[src/rtl/ctrl_parser.sv]
// ctrl_parser: per-player game controller front end. Each raw GPIO bit is
// synchronized, debounced, remapped to a 7-bit button vector, SOCD-resolved
// (right+left), registered, and edge-detected into press/release pulses.
// Optional long-press output o_hold is built only when PARSER_HOLD_EN is defined.
module ctrl_parser #(
    parameter int NUM_PLAYERS     = 2,
    parameter int DEBOUNCE_CYCLES = 16,
    parameter int SOCD_NEUTRAL    = 1,
    parameter int HOLD_CYCLES     = 1024
) (
    input  logic                     i_clk,
    input  logic                     i_rst_n,
    input  logic [8*NUM_PLAYERS-1:0] i_data,
    output logic [7*NUM_PLAYERS-1:0] o_btn,
    output logic [7*NUM_PLAYERS-1:0] o_press,
    output logic [7*NUM_PLAYERS-1:0] o_release
`ifdef PARSER_HOLD_EN
    ,
    output logic [7*NUM_PLAYERS-1:0] o_hold
`endif
);

    localparam int NI = 8 * NUM_PLAYERS;
    localparam int NB = 7 * NUM_PLAYERS;
    localparam int CW = $clog2(DEBOUNCE_CYCLES + 1);
    // Last count value before the flip; the counter never stores DEBOUNCE_CYCLES itself.
    localparam logic [CW-1:0] CNT_LAST = CW'(DEBOUNCE_CYCLES - 1);

    logic [NI-1:0]          sync1_q, sync1_d, sync2_q, sync2_d;
    logic [NB-1:0]          sync_btn;
    logic [NUM_PLAYERS-1:0] unused_lsb;
    logic [NB-1:0]          stable_q, stable_d;
    logic [CW-1:0]          cnt_q [NB];
    logic [CW-1:0]          cnt_d [NB];
    logic [NB-1:0]          btn_q, btn_d;
    logic [NB-1:0]          press_q, press_d;
    logic [NB-1:0]          release_q, release_d;

    // Two-flop synchronizer next state.
    always_comb begin
        sync1_d = i_data;
        sync2_d = sync1_q;
    end

    // Remap synchronized bits: input bit 8p+1+b feeds button 7p+b; bit 8p is dropped.
    always_comb begin
        sync_btn   = '0;
        unused_lsb = '0;
        for (int p = 0; p < NUM_PLAYERS; p++) begin
            unused_lsb[p] = sync2_q[8*p];
            for (int b = 0; b < 7; b++) begin
                sync_btn[7*p+b] = sync2_q[8*p+b+1];
            end
        end
    end

    // Debounce: count consecutive disagreeing cycles, flip stable level on the last one.
    always_comb begin
        stable_d = stable_q;
        for (int i = 0; i < NB; i++) begin
            cnt_d[i] = '0;
            if (sync_btn[i] != stable_q[i]) begin
                if (cnt_q[i] == CNT_LAST) begin
                    stable_d[i] = ~stable_q[i];
                end else begin
                    cnt_d[i] = cnt_q[i] + 1'b1;
                end
            end
        end
    end

    // SOCD resolution on stable levels, then edge detection against the registered output.
    always_comb begin
        btn_d = stable_q;
        for (int p = 0; p < NUM_PLAYERS; p++) begin
            if (SOCD_NEUTRAL != 0 && stable_q[7*p+6] && stable_q[7*p+5]) begin
                btn_d[7*p+6] = 1'b0;
                btn_d[7*p+5] = 1'b0;
            end
        end
        press_d   = btn_d & ~btn_q;
        release_d = ~btn_d & btn_q;
    end

    // State registers, all cleared asynchronously.
    always_ff @(posedge i_clk or negedge i_rst_n) begin
        if (!i_rst_n) begin
            sync1_q   <= '0;
            sync2_q   <= '0;
            stable_q  <= '0;
            btn_q     <= '0;
            press_q   <= '0;
            release_q <= '0;
            for (int i = 0; i < NB; i++) begin
                cnt_q[i] <= '0;
            end
        end else begin
            sync1_q   <= sync1_d;
            sync2_q   <= sync2_d;
            stable_q  <= stable_d;
            btn_q     <= btn_d;
            press_q   <= press_d;
            release_q <= release_d;
            for (int i = 0; i < NB; i++) begin
                cnt_q[i] <= cnt_d[i];
            end
        end
    end

    assign o_btn     = btn_q;
    assign o_press   = press_q;
    assign o_release = release_q;

`ifdef PARSER_HOLD_EN
    localparam int HW = $clog2(HOLD_CYCLES + 1);
    localparam logic [HW-1:0] HOLD_MAX = HW'(HOLD_CYCLES);

    logic [HW-1:0] hold_cnt_q [NB];
    logic [HW-1:0] hold_cnt_d [NB];

    // Saturating count of cycles each o_btn bit has been high; o_hold drops with o_btn.
    always_comb begin
        o_hold = '0;
        for (int i = 0; i < NB; i++) begin
            hold_cnt_d[i] = '0;
            if (btn_q[i]) begin
                hold_cnt_d[i] = (hold_cnt_q[i] == HOLD_MAX) ? HOLD_MAX : hold_cnt_q[i] + 1'b1;
            end
            o_hold[i] = btn_q[i] && (hold_cnt_q[i] == HOLD_MAX);
        end
    end

    // Hold counter registers.
    always_ff @(posedge i_clk or negedge i_rst_n) begin
        if (!i_rst_n) begin
            for (int i = 0; i < NB; i++) begin
                hold_cnt_q[i] <= '0;
            end
        end else begin
            for (int i = 0; i < NB; i++) begin
                hold_cnt_q[i] <= hold_cnt_d[i];
            end
        end
    end
`else
    // HOLD_CYCLES has no effect without the hold feature.
    logic unused_hold_cfg;
    assign unused_hold_cfg = (HOLD_CYCLES == 0);
`endif

endmodule

[config.mk]
export PLATFORM = sky130hd
export DESIGN_NAME = ctrl_parser
export DESIGN_NICKNAME = d
export VERILOG_FILES = /design/src/rtl/ctrl_parser.sv
export SDC_FILE = /design/constraint.sdc
export NUM_CORES = 1
export LEC_CHECK = 0
export CORE_MARGIN = 10
export CORE_UTILIZATION = 33
export DETAILED_ROUTE_END_ITERATION = 7
export PLACE_DENSITY = 0.5
export SYNTH_ARGS = -nofsm -noshare
export SYNTH_HDL_FRONTEND = slang
export SYNTH_SLANG_ARGS = --single-unit
[constraint.sdc]
create_clock -name i_clk -period 1.2 [get_ports i_clk]
set_clock_uncertainty 0.05 [all_clocks]
set_input_delay 0.24 -clock i_clk [delete_from_list [all_inputs] [get_ports i_clk]]
set_output_delay 0.24 -clock i_clk [all_outputs]
set_load 0.05 [all_outputs]
==> results of run 1 <==
-- power by group through the flow --
stage          Clock, µW  Sequential [µW]  Combinational [µW]
6_report            5780             5490                 645
5_1_grt             6200             5500                 738
4_1_cts             5940             5470                 606
3_5_place_dp           0             5560                 551
3_3_place_gp           0             5550                 524
2_1_floorplan          0             5550                 215
-- routing by layer --
metal / GRT usage, % / wire length (µm) / up-vias
met5: 0 / 0 / -
met4: 3.87 / 138 / 0
met3: 4.19 / 538 / 11
met2: 14.5 / 4630 / 45
met1: 10.3 / 3950 / 1594
li1: - / - / 1563
-- through the flow --
step | hold WS (ns) | utilization (%) | cells | setup WS [ns] | setup TNS (ns)
CTS | 0.191 | 50.0 | 759 | -0.125 | -3.82
global route | 0.188 | 51.5 | 767 | -0.141 | -5.46
floorplan | -0.106 | - | 397 | -0.0125 | -0.0745
finish | 0.210 | 51.5 | 767 | -0.0980 | -2.76
global placement | 0.0943 | 44.8 | 703 | -0.0152 | -0.0590
detailed placement | 0.0948 | 44.8 | 703 | -0.0517 | -0.610
-- cells in the mapped netlist, types with 12 or more instances --
master	count
dfrtp_1	154
nor2_1	57
xor2_1	42
nand3_1	28
nor2b_1	20
and2_1	19
inv_1	15
and3_1	14
ha_1	14
mux2_2	14
o21ai_0	12
-- what timing repair did --
action,in CTS,in global routing
pin swaps,20,9
setup buffers,23,8
hold endpoints to repair,154,0
gates resized for setup,10,32
hold buffers,1,0
endpoints found under the setup margin,80,84
-- state kept, by name, summed over array words and instances, names as in the netlist --
register   flops
sync1_q       14
stable_q      14
o_btn         14
sync2_q       14
cnt_q         70
o_press       14
o_release     14
-- cell families after synthesis --
group           count (synthesis)
flops                         154
buf+inv                        15
fa+ha+maj                      14
mux                            14
simple gates                  144
compound gates                 14
xor+xnor                       42
-- how the worst max path moves through the flow --
| stage | startpoint | end | cells after the start |
|---|---|---|---|
| after floorplan | cnt_q[65] | stable_q[0] | 4 |
| after global placement | cnt_q[31] | stable_q[7] | 4 |
| after detailed placement | cnt_q[31] | stable_q[7] | 4 |
| after CTS | o_btn[5] | o_btn[5] | 1 |
| after global routing | o_btn[5] | o_btn[5] | 1 |
| final | o_btn[5] | o_btn[5] | 1 |
-- worst reg2reg max path, stage by stage, from the launching register on --
cell	delay, ns
dfrtp_1	0.36
ha_2	0.20
nand3_2	0.10
nor2_2	0.12
mux2_4	0.30
-- area by class of cell --
cell class / instances / area, µm² / share of cell area, %
inverters: 15 / 56.3 / 0.683
multi-input cells: 228 / 1860 / 22.6
flip-flops and latches: 154 / 3850 / 46.8
clock inverters: 12 / 186 / 2.26
repair buffers: 122 / 1540 / 18.7
clock buffers: 20 / 467 / 5.67
well taps: 216 / 270 / 3.28
==> reports/results.tsv, run 1 <==
stage	metric	value	unit
setup_path	kind of critical path	reg -> out	
global_routing	largest net degree at the start of global routing	42	
sta	Final Setup Violations	54	
sta	Pins Over Slew Limit	0	
setup_path	WP buf/inv	1	
floorplanning	die span in x	148	µm
setup_path	startpoint types	register	
synthesis	Post-synth EDFFs	0	
routing	routed via count	3213	
worst_hold_path	WHS Endpoint	sync1_q[11]	
setup_path	Worst Setup End Kind	output port	
power_and_ir_drop	worst vdd ir	1030	µV
synthesis	post-synthesis mux area share	2.91	%
setup_path	crit-path cells	buf_12	
power_and_ir_drop	switching pwr	2520	µW
placement	port bufs	57	
setup_path	crit path DAT	1.01	ns
global_routing	first-pass GRT wire length	16100	µm
worst_hold_path	Hold Crit Class	in -> reg	
setup_path	WP data required	0.91	ns
clock_network	Max Root-Sink Buffers	2	
synthesis	XOR/XNOR Fraction of Synth Area	6.80	%
placement	routability cong.	0.681	
finish	most frequent cells in the layout	153 x dfrtp_1, 57 x buf_4, 46 x buf_12, 43 x nor2_1, 39 x xor2_1	
clock_network	worst skew pair latency	0.41	ns
status	violated checks	negative setup slack	
sta	Final WS setup	-0.0980	ns
floorplanning	Initial Util	33.8	%
setup_path	R2R depth	4	
power_and_ir_drop	power density over the cells	1450	nW/µm²
clock_network	CTS tree	built	
clock_network	CTS H-tree depth	4	
floorplanning	num ports	60	
sta	Rel. slew slack	79.2	%
synthesis	warnings from Yosys	0	
synthesis	compound-cell area share of the yosys netlist	1.29	%
synthesis	sequential fraction of the synthesis area	71.2	%
global_routing	Overall Global Routing Usage	9.07	%
clock_network	clock sinks	154	
floorplanning	overall die height	148	µm
setup_path	Critical Path Max Stage Delay	0.44	ns
global_routing	GRT Residual Overflow	0	
sta	fin crit share	108	%
power_and_ir_drop	Internal Power	9390	µW
setup_path	r2r setup slk	-0.04	ns
synthesis	Synth async-reset ratio	100	%
synthesis	top cells by area, synth	dfrtp_1 71%, xor2_1 6.8%, nor2_1 4.0%	
synthesis	Yosys cell types	15	
power_and_ir_drop	Final Power	11900	µW
sta	Tmin final	1.30	ns
status	outcome	finished, violations left	
clock_network	Inserted Clock Buffers	17	
floorplanning	# rows	46	
synthesis	largest family of logic cells by synthesized area	simple AND/OR/NAND/NOR gates	
finish	Final #Nets	570	
power_and_ir_drop	Clock power frac	48.5	%
setup_path	CP max stage cell	dfrtp_2	
routing	drt drc	0	
floorplanning	core area	16000	µm²
finish	synthesis-to-finish area growth	52.2	%
clock_network	clock slew seen by the registers of the worst setup and hold paths	0.06	ns
synthesis	FF+latch count, synth	154	
synthesis	Synth top area share	71.2	%
finish	FILL cells	1385	
finish	Post-Layout Inst Area	8240	µm²
job	max cap viols	0	
power_and_ir_drop	P_leak	0.00407	µW
finish	commonest non-fill, non-tap cell in the layout	dfrtp_1	
sta	RSZ-0062 raised after global routing	true	
synthesis	synthesized instance count	397	
sta	Hold Vio Cnt, Final	0	
setup_path	worst r2r dst	stable_q[11]	
clock_network	root buf cell	clkbuf_16	
routing	Antenna Nets Post-Route	0	
synthesis	synthesized area per cell	13.6	µm²
worst_hold_path	min-delay src	i_data[11]	
routing	DRT Pass-1 Iters	3	
synthesis	Synth Area in Adders	3.24	%
routing	final wirelength	9260	µm
finish	share of post-route cells with drive strength above 1	38.3	%
routing	DRT iter0 DRCs	125	
placement	post-DP HPWL	6120	µm
setup_path	worst r2r src	cnt_q[11]	
routing	wire per inst	12.1	µm
synthesis	syn nets	429	
global_routing	antenna violations before repair	0	
sta	FMAX	770	MHz
power_and_ir_drop	Comb power frac	5.4	%
setup_path	maximum fanout along the worst path	2	
power_and_ir_drop	Switching Share	21.2	%
synthesis	Syn Std Cell Area	5410	µm²
power_and_ir_drop	Sequential Power Share	46.1	%
placement	placed inst area	7160	µm²
sta	actual slew at the worst max-slew pin	0.312	ns
synthesis	Post-Synth Simple-Gate Area	13.5	%
floorplanning	area of the die	21900	µm²
routing	vias per inst	4.19	
worst_hold_path	hold-critical path depth	1	
global_routing	vias in the first global route	3500	
finish	diodes inserted	0	
setup_path	Worst path top cell family by delay	flip-flops	
synthesis	Synth Flop Type	dfrtp_1	
synthesis	largest area contributor in the netlist	dfrtp_1	
(Power assumes the default switching activity.)
==> run 2, diff against run 1 <==
- CELL_PAD_IN_SITES_DETAIL_PLACEMENT: default -> 1
- CELL_PAD_IN_SITES_GLOBAL_PLACEMENT: default -> 1
- CTS_CLUSTER_DIAMETER: default -> 150
- PLACE_DENSITY: 0.5 -> 0.64
==> reports/results.tsv, run 2 (synthesis gave the netlist of run 1 again) <==
stage	metric	value	unit	change
routing	final wirelength	10800	µm	was 9260 µm
clock_network	root buf cell	clkbuf_16		unchanged
floorplanning	Initial Util	33.8	%	unchanged
finish	Largest register FFs	70		unchanged
finish	Final #Nets	567		was 570
setup_path	startpoint types	register		unchanged
sta	Tmin final	1.28	ns	was 1.30 ns
setup_path	CP Depth	1		unchanged
global_routing	GRT Residual Overflow	0		unchanged
setup_path	worst r2r src	cnt_q[10]		was cnt_q[11]
power_and_ir_drop	Sequential Power Share	48.0	%	was 46.1%
setup_path	crit-path cells	buf_12		unchanged
setup_path	Worst Setup End Kind	output port		unchanged
sta	Pins Over Slew Limit	0		unchanged
routing	drt drc	0		unchanged
sta	fin crit share	107	%	was 108%
setup_path	WP buf/inv	1		unchanged
sta	Rel. slew slack	78.0	%	was 79.2%
clock_network	Max Root-Sink Buffers	2		unchanged
power_and_ir_drop	worst vdd ir	927	µV	was 1030 µV
global_routing	Overall Global Routing Usage	10.4	%	was 9.07%
status	violated checks	negative setup slack		unchanged
power_and_ir_drop	Comb power frac	5.9	%	was 5.4%
power_and_ir_drop	switching pwr	2520	µW	about the same
power_and_ir_drop	Switching Share	22.0	%	was 21.2%
setup_path	r2r setup slk	-0.07	ns	was -0.04 ns
finish	most frequent cells in the layout	154 x dfrtp_1, 51 x buf_4, 46 x buf_12, 41 x nor2_1, 38 x xor2_1		was 153 x dfrtp_1, 57 x buf_4, 46 x buf_12, 43 x nor2_1, 39 x xor2_1
sta	Final WS setup	-0.0844	ns	was -0.0980 ns
power_and_ir_drop	Internal Power	8950	µW	was 9390 µW
finish	Top reg by flops	cnt_q		unchanged
routing	DRT iter0 DRCs	79		was 125
finish	Final Util	52.0	%	was 51.5%
clock_network	CTS tree	built		unchanged
global_routing	antenna violations before repair	0		unchanged
power_and_ir_drop	P_leak	0.00404	µW	was 0.00407 µW
sta	Final Setup Violations	54		unchanged
status	outcome	finished, violations left		unchanged
finish	diodes inserted	0		unchanged
floorplanning	# rows	46		unchanged
setup_path	Worst path top cell family by delay	flip-flops		unchanged
routing	routed via count	3315		was 3213
setup_path	maximum fanout along the worst path	3		was 2
global_routing	first-pass GRT wire length	18300	µm	was 16100 µm
routing	vias per inst	4.34		was 4.19
setup_path	Critical Path Max Stage Delay	0.42	ns	was 0.44 ns
finish	FILL cells	1611		was 1385
floorplanning	die span in x	148	µm	unchanged
worst_hold_path	Hold Crit Class	in -> reg		unchanged
power_and_ir_drop	Clock power frac	46.1	%	was 48.5%
finish	synthesis-to-finish area growth	53.9	%	was 52.2%
floorplanning	core area	16000	µm²	unchanged
setup_path	worst r2r dst	stable_q[11]		unchanged
setup_path	kind of critical path	reg -> out		unchanged
routing	DRT Pass-1 Iters	3		unchanged
setup_path	WP data required	0.91	ns	about the same
setup_path	Worst Setup EP	o_btn[9]		was o_btn[5]
clock_network	Inserted Clock Buffers	17		unchanged
floorplanning	area of the die	21900	µm²	unchanged
global_routing	largest net degree at the start of global routing	38		was 42
setup_path	CP max stage cell	dfrtp_1		was dfrtp_2
routing	wire per inst	14.2	µm	was 12.1 µm
placement	port bufs	57		unchanged
sta	FMAX	779	MHz	was 770 MHz
sta	actual slew at the worst max-slew pin	0.330	ns	was 0.312 ns
global_routing	vias in the first global route	3737		was 3500
finish	share of post-route cells with drive strength above 1	39.2	%	was 38.3%
placement	routability cong.	0.690		was 0.681
setup_path	crit path DAT	0.99	ns	was 1.01 ns
sta	RSZ-0062 raised after global routing	true		unchanged
setup_path	Critical path origin	o_btn[9]		was o_btn[5]
power_and_ir_drop	Final Power	11500	µW	was 11900 µW
clock_network	clock slew seen by the registers of the worst setup and hold paths	0.06	ns	about the same
setup_path	R2R depth	4		unchanged
floorplanning	num ports	60		unchanged
sta	Hold Vio Cnt, Final	0		unchanged
placement	post-DP HPWL	7270	µm	was 6120 µm
sta	Final TNS setup	-2.96	ns	was -2.76 ns
routing	Antenna Nets Post-Route	0		unchanged
clock_network	CTS H-tree depth	4		unchanged
job	max cap viols	0		unchanged
clock_network	worst skew pair latency	0.41	ns	about the same
finish	commonest non-fill, non-tap cell in the layout	dfrtp_1		unchanged
clock_network	clock sinks	154		unchanged
floorplanning	overall die height	148	µm	unchanged
power_and_ir_drop	power density over the cells	1380	nW/µm²	was 1450 nW/µm²
[run 2: changes by cell type in the layout (fill, tap and decap cells not counted), moves of 4 or more]
cell,change
o21ai_1,-4
nor2_4,+6
ha_4,+4
nand3_2,-4
buf_4,-6
nor2_2,-4
ha_2,-4
o21ai_2,+4
nand3_4,+7
[run 2: power by group through the flow]
stage,Sequential [µW],Clock (µW),Combinational [µW]
4_1_cts,5480,5450,619
5_1_grt,5530,5690,782
2_1_floorplan,5550,0,215
3_5_place_dp,5570,0,562
6_report,5510,5280,678
3_3_place_gp,5550,0,522
[run 2: metal layers]
| metal | routed length [µm] | up-vias | track usage [%] |
|---|---|---|---|
| met5 | 0 | - | 0 |
| met4 | 119 | 0 | 4.06 |
| met3 | 453 | 11 | 3.70 |
| met2 | 5930 | 50 | 18.2 |
| met1 | 4310 | 1691 | 11.1 |
| li1 | - | 1563 | - |
[run 2: how the worst min path moves through the flow]
stage,start,endpoint,slack [ns],cells after the start
2_1_floorplan,i_rst_n,cnt_q[0],-0.11,0
3_3_place_gp,i_rst_n,o_release[13],0.1,1
3_5_place_dp,i_rst_n,o_btn[13],0.10,1
4_1_cts,i_data[9],sync1_q[9],0.19,1
5_1_grt,i_data[9],sync1_q[9],0.18,1
6_report,i_data[9],sync1_q[9],0.21,1
[run 2: area by class of cell]
type	instances	area [µm²]	area share, %
clock buffer	22	474	5.69
clock inverter	10	116	1.40
inverter	15	56.3	0.676
multi-input combinational	228	2020	24.3
sequential	154	3850	46.3
tap	216	270	3.25
timing repair buffer	119	1530	18.4
[run 2: through the flow]
stage / hold slack [ns] / std cells / setup WS, ns / area [µm²]
finish: 0.212 / 764 / -0.0844 / 8330
global route: 0.181 / 764 / -0.144 / 8330
CTS: 0.190 / 755 / -0.124 / 7970
detailed placement: 0.102 / 702 / -0.0850 / 7160
global placement: 0.0965 / 702 / -0.0206 / 7160
floorplan: -0.106 / 397 / -0.0125 / 5600
[run 2: what timing repair did]
item                                    CTS  global route
hold buffers                              1             0
pin swaps                                25            19
gates resized for setup                  19            52
setup buffers                            20            10
hold endpoints to repair                146             0
endpoints found under the setup margin   88            88
==> RTL change, RTL diff (settings of run 1) <==
`NUM_PLAYERS`: 2 -> 4.
--- a/src/rtl/ctrl_parser.sv
+++ b/src/rtl/ctrl_parser.sv
@@ -4,5 +4,5 @@
 // Optional long-press output o_hold is built only when PARSER_HOLD_EN is defined.
 module ctrl_parser #(
-    parameter int NUM_PLAYERS     = 2,
+    parameter int NUM_PLAYERS     = 4,
     parameter int DEBOUNCE_CYCLES = 16,
     parameter int SOCD_NEUTRAL    = 1,
Interface: changed (resized i_data, o_btn, o_press and o_release); port bits go from 60 to 118. The function was not compared with the original's and may differ.
==> RTL change against run 1 <==
  * The run still ends with setup timing left
  * Design area grew 99%
  * Count of clock-buffer cells in the layout grew 33
  * Die area grew 84%
  * Setup slack lost 0.081 ns
  * Sequential power grew 100%
  * Routed wire length grew 98%
  * Power grew 89%
  * Synthesized area grew 100%
  * Sequential cell count grew 154
  * Largest cell class unchanged
  * Largest power group is now registers
  * Highest routed layer unchanged
==> RTL change: results (changes against run 1) <==
Outcome
  • Status: complete, but fails checks (unchanged)
  • Failing checks: setup timing (unchanged)

Logic synthesis
  • Post-synth top cells: 308 x dfrtp_1, 113 x nor2_1, 84 x xor2_1 (was 154 x dfrtp_1, 57 x nor2_1, 42 x xor2_1)
  • Mapped Nets: 855 (was 429)
  • Cells after Synth: 793 (was 397)
  • Sequential-to-total area share from yosys stat: 71.3% (was 71.2%)

Clock tree
  • Skew-Pair Late Insertion Delay: 0.50 ns (was 0.41 ns)
  • H-tree levels: 2 (was 4)

Route
  • Initial DRC count: 173 (was 125)
  • Wire length on met2: 8660 um (was 4630 um)

STA
  • # setup viols final: 105 (was 54)
  • Final setup TNS: -11.66 ns (was -2.76 ns)
  • WHS: 0.134 ns (was 0.210 ns)
  • Worst setup margin: -0.179 ns (was -0.0980 ns)

Placement
  • Dpl cells: 1462 (was 703)
  • DP Worst Slack: -0.0492 ns (was -0.0517 ns)
  • Port Buffer Count: 113 (was 57)

Pwr
  • Pleak: 8.17 nW (was 4.07 nW)
  • Worst VDD drop: 0.00102 V (was 0.00103 V)
  • Internal: 17.8 mW (was 9.39 mW)

Worst setup path
  • R2R Path End: stable_q[8] (was stable_q[11])

Cells and area
  • Signal buffers: 266 (was 122)
  • Final nets: 1159 (was 570)
  • Multi-input gates: 456 (was 228)
  • Clock buf/inv share: 6.98% (was 7.93%)
  • Fillers: 2807 (was 1385)
  • Sequential share of cell area: 47.0% (was 46.8%)
  • Max FFs per register: 140 (was 70)

Global routing
  • Pin count of the biggest net entering global routing: 54 (was 42)
  • GR Layer Usage met2: 14.3% (was 14.5%)
  • Met3 Resource Use GR: 3.02% (was 4.19%)
  • Met1 usage: 11.7% (was 10.3%)
RTL change: changes by cell type after synthesis, sizes merged, moves of 20 or more:
cell / run 1 / this run
and2: 21 / 43
dfrtp: 154 / 308
nand3: 28 / 56
nor2: 57 / 113
nor2b: 20 / 40
xor2: 42 / 84
RTL change: worst reg2reg max path: stages, from the launching register on:
cell     delay (ns)
dfrtp_1        0.40
ha_4           0.17
nand3_4        0.09
nor2_4         0.12
mux2_4         0.30
RTL change: cell families after synthesis:
| group | Yosys count | share of synthesized area (%) |
|---|---|---|
| buffers and inverters | 29 | 1.01 |
| adders and majority gates | 28 | 3.24 |
| DFF | 308 | 71.3 |
| and+or+nand+nor | 288 | 13.4 |
| xor gates and xnor gates | 84 | 6.81 |
| muxes | 28 | 2.92 |
| AOI/OAI and AO/OA | 28 | 1.30 |
RTL change: what timing repair did:
item	4_1_cts	5_1_grt
pin swaps	31	13
setup buffers	27	12
hold buffers	1	0
setup endpoints to repair	113	174
hold endpoints to repair	308	0
resized for setup	2	66
